===== config.mk =====
export PLATFORM = sky130hd
export DESIGN_NAME = prv32_mdu
export DESIGN_NICKNAME = d
export VERILOG_FILES = /design/src/rtl/prv32_mdu.sv
export SDC_FILE = /design/constraint.sdc
export NUM_CORES = 1
export LEC_CHECK = 0
export BUFFER_PORTS_ARGS = -buffer_cell sky130_fd_sc_hd__buf_2
export CAP_MARGIN = 15
export CORE_MARGIN = 5
export CORE_UTILIZATION = 30
export CTS_CLUSTER_SIZE = 24
export DETAILED_ROUTE_END_ITERATION = 7
export SYNTH_ARGS = -nofsm -noshare
export SYNTH_HDL_FRONTEND = slang
export SYNTH_SLANG_ARGS = --single-unit

===== constraint.sdc =====
create_clock -name clk -period 11.4 [get_ports clk]
set_input_delay 0 -clock clk [delete_from_list [all_inputs] [get_ports clk]]
set_output_delay 0 -clock clk [all_outputs]
set_load 0.05 [all_outputs]

===== src/rtl/prv32_mdu.sv =====
`default_nettype none
// ============================================================================
//  Module   : prv32_mdu
//  Purpose  : Iterative RV32M multiply/divide unit with valid/ready request
//             and response handshakes. Multiplies by shift-add and divides by
//             restoring division, one bit per cycle over operand magnitudes.
//             Divide-by-zero, signed overflow and illegal ops can finish in
//             one cycle when EARLY_OUT=1.
//  Ports    : clk, rst (sync, active-high), flush (abort everything)
//             req_valid/req_ready/req_op/req_a/req_b/req_tag  - request side
//             rsp_valid/rsp_ready/rsp_result/rsp_tag          - response side
//             busy                                            - state != IDLE
//  Revision : 1.0  initial release
// ============================================================================
module prv32_mdu #(
    parameter int XLEN      = 32,
    parameter bit EARLY_OUT = 1'b1
) (
    input  logic            clk,
    input  logic            rst,
    input  logic            flush,
    input  logic            req_valid,
    output logic            req_ready,
    input  logic [4:0]      req_op,
    input  logic [XLEN-1:0] req_a,
    input  logic [XLEN-1:0] req_b,
    input  logic [4:0]      req_tag,
    output logic            rsp_valid,
    input  logic            rsp_ready,
    output logic [XLEN-1:0] rsp_result,
    output logic [4:0]      rsp_tag,
    output logic            busy
);

    localparam logic [4:0] c_OP_MUL    = 5'b00010;
    localparam logic [4:0] c_OP_MULH   = 5'b00110;
    localparam logic [4:0] c_OP_MULHU  = 5'b01011;
    localparam logic [4:0] c_OP_MULHSU = 5'b01100;
    localparam logic [4:0] c_OP_DIV    = 5'b01110;
    localparam logic [4:0] c_OP_DIVU   = 5'b10000;
    localparam logic [4:0] c_OP_REM    = 5'b10001;
    localparam logic [4:0] c_OP_REMU   = 5'b10010;

    localparam logic [1:0] c_ST_IDLE = 2'd0;
    localparam logic [1:0] c_ST_CALC = 2'd1;
    localparam logic [1:0] c_ST_DONE = 2'd2;

    localparam logic [5:0] c_LAST_ITER = 6'd31;

    logic [1:0]      r_state;
    logic [5:0]      r_cnt;
    // Shared datapath: for multiply {r_hi,r_lo} is the partial product with
    // the multiplier shifting out of r_lo; for divide r_hi is the partial
    // remainder and r_lo shifts the dividend out / quotient in.
    logic [XLEN-1:0] r_hi;
    logic [XLEN-1:0] r_lo;
    logic [XLEN-1:0] r_opnd;     // multiplicand or divisor magnitude
    logic            r_is_div;
    logic            r_sel_hi;   // MULH* upper word, or remainder for REM*
    logic            r_neg;      // product / quotient sign
    logic            r_rneg;     // remainder sign (dividend sign)
    logic            r_spec;     // special-case result overrides datapath
    logic [XLEN-1:0] r_spec_res;

    // ---------------- request decode ----------------
    logic            w_legal;
    logic            w_is_div;
    logic            w_sel_hi;
    logic            w_sgn_a;
    logic            w_sgn_b;
    logic            w_sa;
    logic            w_sb;
    logic [XLEN-1:0] w_ma;
    logic [XLEN-1:0] w_mb;
    logic            w_div0;
    logic            w_ovf;
    logic            w_special;
    logic [XLEN-1:0] w_spec_res;

    always_comb begin
        w_legal  = 1'b1;
        w_is_div = 1'b0;
        w_sel_hi = 1'b0;
        w_sgn_a  = 1'b0;
        w_sgn_b  = 1'b0;
        case (req_op)
            c_OP_MUL:    begin w_sgn_a = 1'b1; w_sgn_b = 1'b1; end
            c_OP_MULH:   begin w_sgn_a = 1'b1; w_sgn_b = 1'b1; w_sel_hi = 1'b1; end
            c_OP_MULHU:  begin w_sel_hi = 1'b1; end
            c_OP_MULHSU: begin w_sgn_a = 1'b1; w_sel_hi = 1'b1; end
            c_OP_DIV:    begin w_is_div = 1'b1; w_sgn_a = 1'b1; w_sgn_b = 1'b1; end
            c_OP_DIVU:   begin w_is_div = 1'b1; end
            c_OP_REM:    begin w_is_div = 1'b1; w_sgn_a = 1'b1; w_sgn_b = 1'b1; w_sel_hi = 1'b1; end
            c_OP_REMU:   begin w_is_div = 1'b1; w_sel_hi = 1'b1; end
            default:     w_legal = 1'b0;
        endcase
    end

    assign w_sa = w_sgn_a & req_a[XLEN-1];
    assign w_sb = w_sgn_b & req_b[XLEN-1];
    assign w_ma = w_sa ? ('0 - req_a) : req_a;
    assign w_mb = w_sb ? ('0 - req_b) : req_b;

    assign w_div0    = w_is_div & (req_b == '0);
    assign w_ovf     = w_is_div & w_sgn_a & (req_a == {1'b1, {(XLEN-1){1'b0}}})
                     & (req_b == '1);
    assign w_special = ~w_legal | w_div0 | w_ovf;

    always_comb begin
        w_spec_res = '0;
        if (!w_legal)
            w_spec_res = '0;
        else if (w_div0)
            w_spec_res = w_sel_hi ? req_a : '1;
        else if (w_ovf)
            w_spec_res = w_sel_hi ? '0 : {1'b1, {(XLEN-1){1'b0}}};
    end

    // ---------------- one iteration ----------------
    logic [XLEN:0]   w_add;
    logic [XLEN:0]   w_shift;
    logic            w_ge;
    logic [XLEN-1:0] w_diff;
    logic [XLEN-1:0] w_hi_nx;
    logic [XLEN-1:0] w_lo_nx;

    assign w_add   = {1'b0, r_hi} + {1'b0, (r_lo[0] ? r_opnd : '0)};
    assign w_shift = {r_hi, r_lo[XLEN-1]};
    // A set carry-out bit means the shifted remainder already exceeds any
    // divisor, and the true difference still fits in XLEN bits.
    assign w_ge    = w_shift[XLEN] | (w_shift[XLEN-1:0] >= r_opnd);
    assign w_diff  = w_shift[XLEN-1:0] - r_opnd;

    assign w_hi_nx = r_is_div ? (w_ge ? w_diff : w_shift[XLEN-1:0]) : w_add[XLEN:1];
    assign w_lo_nx = r_is_div ? {r_lo[XLEN-2:0], w_ge} : {w_add[0], r_lo[XLEN-1:1]};

    // ---------------- sign fix-up of the final iteration ----------------
    logic [2*XLEN-1:0] w_prod;
    logic [2*XLEN-1:0] w_prod_s;
    logic [XLEN-1:0]   w_quo;
    logic [XLEN-1:0]   w_rem;
    logic [XLEN-1:0]   w_final;

    assign w_prod   = {w_hi_nx, w_lo_nx};
    assign w_prod_s = r_neg ? ('0 - w_prod) : w_prod;
    assign w_quo    = r_neg ? ('0 - w_lo_nx) : w_lo_nx;
    assign w_rem    = r_rneg ? ('0 - w_hi_nx) : w_hi_nx;

    always_comb begin
        w_final = '0;
        if (r_spec)
            w_final = r_spec_res;
        else if (r_is_div)
            w_final = r_sel_hi ? w_rem : w_quo;
        else
            w_final = r_sel_hi ? w_prod_s[2*XLEN-1:XLEN] : w_prod_s[XLEN-1:0];
    end

    assign req_ready = (r_state == c_ST_IDLE) & ~flush & ~rst;
    assign busy      = (r_state != c_ST_IDLE);

    // ---------------- control FSM ----------------
    always_ff @(posedge clk) begin
        if (rst) begin
            r_state    <= c_ST_IDLE;
            r_cnt      <= '0;
            r_hi       <= '0;
            r_lo       <= '0;
            r_opnd     <= '0;
            r_is_div   <= 1'b0;
            r_sel_hi   <= 1'b0;
            r_neg      <= 1'b0;
            r_rneg     <= 1'b0;
            r_spec     <= 1'b0;
            r_spec_res <= '0;
            rsp_valid  <= 1'b0;
            rsp_result <= '0;
            rsp_tag    <= '0;
        end else if (flush) begin
            r_state   <= c_ST_IDLE;
            rsp_valid <= 1'b0;
        end else begin
            case (r_state)
                c_ST_IDLE: begin
                    if (req_valid) begin
                        r_cnt      <= '0;
                        r_is_div   <= w_is_div;
                        r_sel_hi   <= w_sel_hi;
                        r_neg      <= w_sa ^ w_sb;
                        r_rneg     <= w_sa;
                        r_spec     <= w_special;
                        r_spec_res <= w_spec_res;
                        r_hi       <= '0;
                        r_lo       <= w_is_div ? w_ma : w_mb;
                        r_opnd     <= w_is_div ? w_mb : w_ma;
                        rsp_tag    <= req_tag;
                        if (EARLY_OUT && w_special) begin
                            r_state    <= c_ST_DONE;
                            rsp_valid  <= 1'b1;
                            rsp_result <= w_spec_res;
                        end else begin
                            r_state <= c_ST_CALC;
                        end
                    end
                end
                c_ST_CALC: begin
                    r_hi  <= w_hi_nx;
                    r_lo  <= w_lo_nx;
                    r_cnt <= r_cnt + 6'd1;
                    if (r_cnt == c_LAST_ITER) begin
                        r_state    <= c_ST_DONE;
                        rsp_valid  <= 1'b1;
                        rsp_result <= w_final;
                    end
                end
                c_ST_DONE: begin
                    if (rsp_ready) begin
                        r_state   <= c_ST_IDLE;
                        rsp_valid <= 1'b0;
                    end
                end
                default: begin
                    r_state   <= c_ST_IDLE;
                    rsp_valid <= 1'b0;
                end
            endcase
        end
    end

endmodule
`default_nettype wire


==> results.ini, run 1 <==
[outcome]
status = complete, no violations

[timing]
rsz0062_at_grt = no
period_needed_ns = 6.08
hold_viol = 0
fin_skew_ns = 0.0161
fin_crit_sh = 0.534
final_max_slew_viol_count = 0
fmax_mhz = 164
final.setup.tns_ns = 0
holdWs_ns = 0.0283
relSlewSlack = 0.216
tightest_slew_ns = 1.17
setup_viol = 0

[detailed_routing]
drt_iter0_drc = 2239
drcViolationCount = 0
drt_wl_total_um = 74400
viasPerCell = 5.96
via_count = 19600
drtAntennaViolNets = 0
routedWlPerCell_um = 22.6
drt_first_pass_iters = 6

[setup_path]
crit_chain = ha_1 > a21oi_1 > o21ai_1 > a31o_1 > o31ai_2 > buf_4 > a41oi_1 > inv_1 > ha_1 > nor3b_1 > o221a_2 > nand4b_1 > or3b_1 > nor2_1 > nand3_1 > nand2_1 > or4b_1 > o31ai_1 > xnor2_1 > nor3_1 > nor4_1 > nor3_1
crit_family = simple AND/OR/NAND/NOR gates
timing.rr.end = rsp_result[18]$_SDFFE_PP0P_
path_buf_inv = 2
path_max_fanout = 20
cp.arrival_ns = 6.39
critical_path_class = flop to flop
cp.required_ns = 11.71
startpoint_type = flop
critPathMaxStageDelay_ns = 0.49
worst_r2r_path_depth = 22
cp_slowest_cell = or3b_1
cp-end-kind = flop
timing.rr.start = r_hi[12]$_SDFFE_PP0P_
rrSetupSlack_ns = 5.32

[cts]
clockBufferDepth = 2
root_buffer = clkbuf_16
numCtsBuffers = 17
cts_setup_buffers = 0
clock_sinks = 179
htreeDepth = 4
tritoncts = built
cts.reportedPaths.clkPinSlew_ns = 0.07
ctsResizeCount = 0
hold_buffers = 38
clk_latency_ns = 0.46

[cells_and_area]
final-seq-area_um2 = 3590
final_cells = 3285
fin_nets = 2658
num-fill-cells = 6337
drive_gt1_frac = 0.0985
multi_input_area_um2 = 12900
area_growth_pct = 12.0

[logic_synthesis]
synth_seq_cells = 179
yosysTopAreaCell = dfxtp_1
seq_area_frac_synth = 0.205
yosys.area_share.simple = 0.252
netlist_area_um2 = 17500
yosys.area.top_type_share = 0.205
syn_nets = 2627
yosysWarningCount = 0
ys_top_cells_by_area = dfxtp_1, nand2_1, o21ai_0
synth_mux_area_frac = 0.0335
synth_adder_area_share = 0.0525
avgSynthCellArea_um2 = 7.05
synth-edff-count = 0
synth_top_family_by_area = compound AO/OA/AOI/OAI gates
synth_xor_area_frac = 0.0853
synth-async-reset-ratio = 0
yosys-top-cells-count = nand2_1, nor2_1, o21ai_0, dfxtp_1, a21oi_1
synth_cells = 2476
synth-compound-area-share = 0.311
synth_most_common_cell = nand2_1
synthFlopType = dfxtp_1
synthDistinctLibCells = 96

[min_path]
min_to = r_spec_res[20]$_SDFFE_PP0P_
min_path_type = input pin to flop
hold_path_depth = 3
holdCritStartpoint = req_a[20]

[global_route]
grt_max_degree = 86
grt_pass1_wl_um = 112000
grt_pass1_vias = 18000
grt_usage = 0.224
overflow = 0
grt_antenna_before_repair = 3

[die]
dieHeight_um = 251
dieArea_um2 = 63100
start_util = 0.303
num_rows = 88
ios = 119
die_w_um = 251
core_region_area_um2 = 57700

[job]
cap_violations = 0

[placed_design]
place_inst = 3215
place.gp.congestion = 0.954
dp_hpwl_um = 56300
io_buffers = 118

[pwr]
ir_drop_mv = 0.0928
power_density_nw_per_um2 = 106
leakage_nw = 7.38

cell usage in the layout (no fill, tap or decap), drive strengths merged, types with 11 or more instances in the layout:
cell	Yosys	layout
mux2i	45	45
o311ai	12	12
a311oi	14	14
and2	47	47
nand2	290	290
nand2b	21	21
buf	48	150
o31ai	43	43
o21ai	219	219
o221ai	11	11
nor2b	15	15
or4	19	19
nand4	36	36
o22ai	11	11
nor3	73	73
xor2	74	74
o41ai	16	16
or2	12	12
xnor2	96	96
ha	70	70
a211oi	31	31
and3	18	18
dlygate4sd3	0	38
mux2	12	12
inv	79	86
clkbuf	128	18
or3	28	28
a22oi	35	35
nand3	49	49
dfxtp	179	179
o211ai	90	90
a21oi	172	172
o21a	19	19
a21o	22	22
nor2	249	249
nor4	21	21
a31oi	32	32
through the flow:
stage	util	area, um^2	setup WS, ns	total power [mW]
CTS	0.339	19500	5.42	2.06
detailed placement	0.322	18600	5.46	1.44
floorplan	-	17500	6.24	1.19
global route	0.339	19500	4.83	2.16
global placement	0.322	18600	5.52	1.44
finish	0.339	19500	5.32	2.08
area by class of cell:
cell class                      count  area share
Clock inverter                     13     0.00749
Sequential cell                   179       0.184
Antenna cell                        1    0.000128
Inverter                           81      0.0156
Timing Repair Buffer              188      0.0621
Clock buffer                       18      0.0225
Tap cell                          765      0.0490
Multi-Input combinational cell   2040       0.660
worst register-to-register path: stages (launching register included):
cell and delay [ns]:
dfxtp_1 0.48, ha_1 0.37, a21oi_1 0.22, o21ai_1 0.20, a31o_1 0.28, o31ai_2 0.17
buf_4 0.30, a41oi_1 0.32, inv_1 0.14, ha_1 0.18, nor3b_1 0.23, o221a_2 0.22
nand4b_1 0.18, or3b_1 0.49, nor2_1 0.15, nand3_1 0.35, nand2_1 0.37, or4b_1 0.47
o31ai_1 0.25, xnor2_1 0.16, nor3_1 0.08, nor4_1 0.26, nor3_1 0.08
kinds of logic (layout without fill, tap and decap cells):
| kind of cell | count (synthesis) | after routing |
|---|---|---|
| mux | 57 | 57 |
| buf+inv | 257 | 300 |
| fa+ha+maj | 72 | 72 |
| other cells | 0 | 1 |
| simple gates | 916 | 916 |
| compound gates | 825 | 825 |
| xor+xnor | 170 | 170 |
| flops | 179 | 179 |
metal layers:
| metal | part of all wire | vias up | track usage |
|---|---|---|---|
| li1 | - | 9152 | - |
| met1 | 0.41 | 9307 | 0.289 |
| met2 | 0.45 | 960 | 0.356 |
| met3 | 0.092 | 171 | 0.0533 |
| met4 | 0.049 | 4 | 0.0964 |
| met5 | 0.00038 | - | 0 |
state kept, by name (all words and copies together) (netlist names):
register	count
r_hi	32
r_state	2
r_rneg	1
r_spec_res	32
r_neg	1
rsp_valid	1
r_opnd	32
r_is_div	1
r_spec	1
r_cnt	6
rsp_result	32
r_sel_hi	1
rsp_tag	5
r_lo	32
power by group:
group | total, mW | switching, mW | leakage (nW) | internal (mW)
logic | 0.770 | 0.528 | 5.64 | 0.242
registers | 0.685 | 0.0317 | 1.46 | 0.653
clock network | 0.624 | 0.292 | 0.286 | 0.332
total | 2.08 | 0.852 | 7.38 | 1.23
how the worst max path moves through the flow:
stage                           start                     endpoint  slack (ns)  cells after the start
2_1_floorplan  r_opnd[8]$_SDFFE_PP0P_  rsp_result[18]$_SDFFE_PP0P_        6.24                     25
3_3_place_gp    r_hi[12]$_SDFFE_PP0P_  rsp_result[18]$_SDFFE_PP0P_        5.52                     22
3_5_place_dp    r_hi[12]$_SDFFE_PP0P_  rsp_result[18]$_SDFFE_PP0P_        5.46                     22
4_1_cts         r_hi[12]$_SDFFE_PP0P_  rsp_result[18]$_SDFFE_PP0P_        5.42                     22
5_1_grt         r_hi[12]$_SDFFE_PP0P_  rsp_result[18]$_SDFFE_PP0P_        4.83                     22
6_report        r_hi[12]$_SDFFE_PP0P_  rsp_result[18]$_SDFFE_PP0P_        5.32                     22
Power figures use the tool's default switching activity.
==> inputs of run 2 (changes only) <==
==> constraint.sdc (replaced) <==
create_clock -name clk -period 6.3 [get_ports clk]
set_input_delay 0 -clock clk [delete_from_list [all_inputs] [get_ports clk]]
set_output_delay 0 -clock clk [all_outputs]
set_load 0.05 [all_outputs]
==> run 2 against run 1 <==
Against the previous run:
- fmax up 5.8%
- final cell count rose by 0.73%
- clock power rose by 92%
- sequential share of layout area fell by 0.23 points
- sequential cell count unchanged
- combinational power increased by 82%
- critical endpoint unchanged
- critical path type unchanged
==> results.ini, run 2 (synthesis gave the netlist of run 1 again) <==
[global_route]
use_met2 = 0.346
grt_pass1_vias = 18400
grt_max_degree = 86
grtUsageMet3 = 0.0431
grt.busiest_layer = met2
grt_usage = 0.226
overflow = 0
grt_pass1_wl_um = 113000
grt_antenna_before_repair = 2
grt_util_met1 = 0.301

[cts]
root_buffer = clkbuf_16
cts.reportedPaths.clkPinSlew_ns = 0.09
htreeDepth = 4
tritoncts = built
clock_sinks = 179
numCtsBuffers = 17
clockBufferDepth = 2
clk_latency_ns = 0.48

[placed_design]
dpl_cell_area_um2 = 18800
pre_cts_ws_ns = 0.561
place_inst = 3236
io_buffers = 118
dp_hpwl_um = 56700
place.gp.congestion = 0.967

[timing]
hold_viol = 0
fmax_mhz = 174
fin_crit_sh = 0.913
final_max_slew_viol_count = 0
period_needed_ns = 5.75
tightest_slew_ns = 1.15
final.setup.tns_ns = 0
rsz0062_at_grt = no
worst_slack_ns = 0.549
setup_viol = 0
relSlewSlack = 0.229
holdWs_ns = 0.0243
fin_skew_ns = 0.0171

[detailed_routing]
viasPerCell = 5.93
drt_wl_total_um = 74100
drt_first_pass_iters = 7
via_count = 19600
drt_iter0_drc = 2609
drcViolationCount = 0
routedWlPerCell_um = 22.4
drtAntennaViolNets = 0

[setup_path]
cp.depth = 22
cp.required_ns = 6.64
path_buf_inv = 2
cp-end-kind = flop
path_max_fanout = 8
crit_family = simple AND/OR/NAND/NOR gates
rrSetupSlack_ns = 0.55
timing.rr.end = rsp_result[18]$_SDFFE_PP0P_
cp.arrival_ns = 6.09
timing.rr.start = r_hi[12]$_SDFFE_PP0P_
critPathMaxStageDelay_ns = 0.49
startpoint_type = flop
cp-startpoint = r_hi[12]$_SDFFE_PP0P_
critical_path_class = flop to flop
worst_r2r_path_depth = 22
crit_chain = ha_1 > a21oi_1 > o21ai_1 > a31o_1 > o31ai_2 > a41oi_1 > buf_4 > inv_1 > ha_1 > nor3b_1 > o221a_2 > nand4b_1 > or3b_1 > nor2_1 > nand3_1 > nand2_2 > or4b_1 > o31ai_1 > xnor2_1 > nor3_1 > nor4_1 > nor3_1
cp_slowest_cell = or3b_1

[die]
ios = 119
dieHeight_um = 251
die_w_um = 251
start_util = 0.303
dieArea_um2 = 63100
num_rows = 88
core_region_area_um2 = 57700

[pwr]
leakage_nw = 7.52
p_total_mw = 3.85
power_density_nw_per_um2 = 194
ir_drop_mv = 0.178

[min_path]
hold_path_depth = 3
min_to = r_spec_res[20]$_SDFFE_PP0P_
min_path_type = input pin to flop
holdCritStartpoint = req_a[20]

[cells_and_area]
fin_util = 0.343
final_cells = 3309
layout_common_cells = nand2_1, nor2_1, o21ai_0
fin_nets = 2680
layout_commonest_cell = nand2_1
drive_gt1_frac = 0.107
num-fill-cells = 6270
area_growth_pct = 13.4
fin_area_um2 = 19800

[outcome]
status = complete, no violations

[job]
cap_violations = 0

-- run 2: how the worst max path moves through the flow --
stage / endpoint / slack, ns
global placement: rsp_result[18]$_SDFFE_PP0P_ / 0.61
detailed placement: rsp_result[18]$_SDFFE_PP0P_ / 0.56
floorplan: rsp_result[18]$_SDFFE_PP0P_ / 1.14
CTS: rsp_result[18]$_SDFFE_PP0P_ / 0.56
finish: rsp_result[18]$_SDFFE_PP0P_ / 0.55
global route: rsp_result[18]$_SDFFE_PP0P_ / 0.09
-- run 2: routing by layer --
metal / share of wire / up-vias
met5: 0 / -
met4: 0.063 / 0
met3: 0.096 / 211
met2: 0.43 / 1067
met1: 0.41 / 9135
li1: - / 9201
-- run 2: area by class of cell --
type,instances,area [um^2],area share
Tap cell,765,957,0.0484
Antenna cell,2,5.00,0.000253
Timing Repair Buffer,210,1390,0.0704
Clock buffer,17,425,0.0215
Multi-Input combinational cell,2040,12900,0.652
Inverter,81,304,0.0154
Sequential cell,179,3590,0.181
Clock inverter,15,209,0.0106
-- run 2: timing repair --
action / 4_1_cts / 5_1_grt
resized for setup: 0 / 2
endpoints found under the hold margin: 37 / 0
setup buffers: 0 / 0
hold buffers: 39 / 0
setup endpoints to repair: 0 / 1
-- run 2: report_power, final --
part	switching [mW]	internal, mW	total, mW
Sequential	0.0574	1.18	1.24
Clock	0.591	0.614	1.20
Combinational	0.952	0.450	1.40
Total	1.60	2.25	3.85
-- run 2: worst min-delay path, stage by stage --
cell	delay [ns]
buf_2	0.17
nor2_1	0.13
o21ai_0	0.16
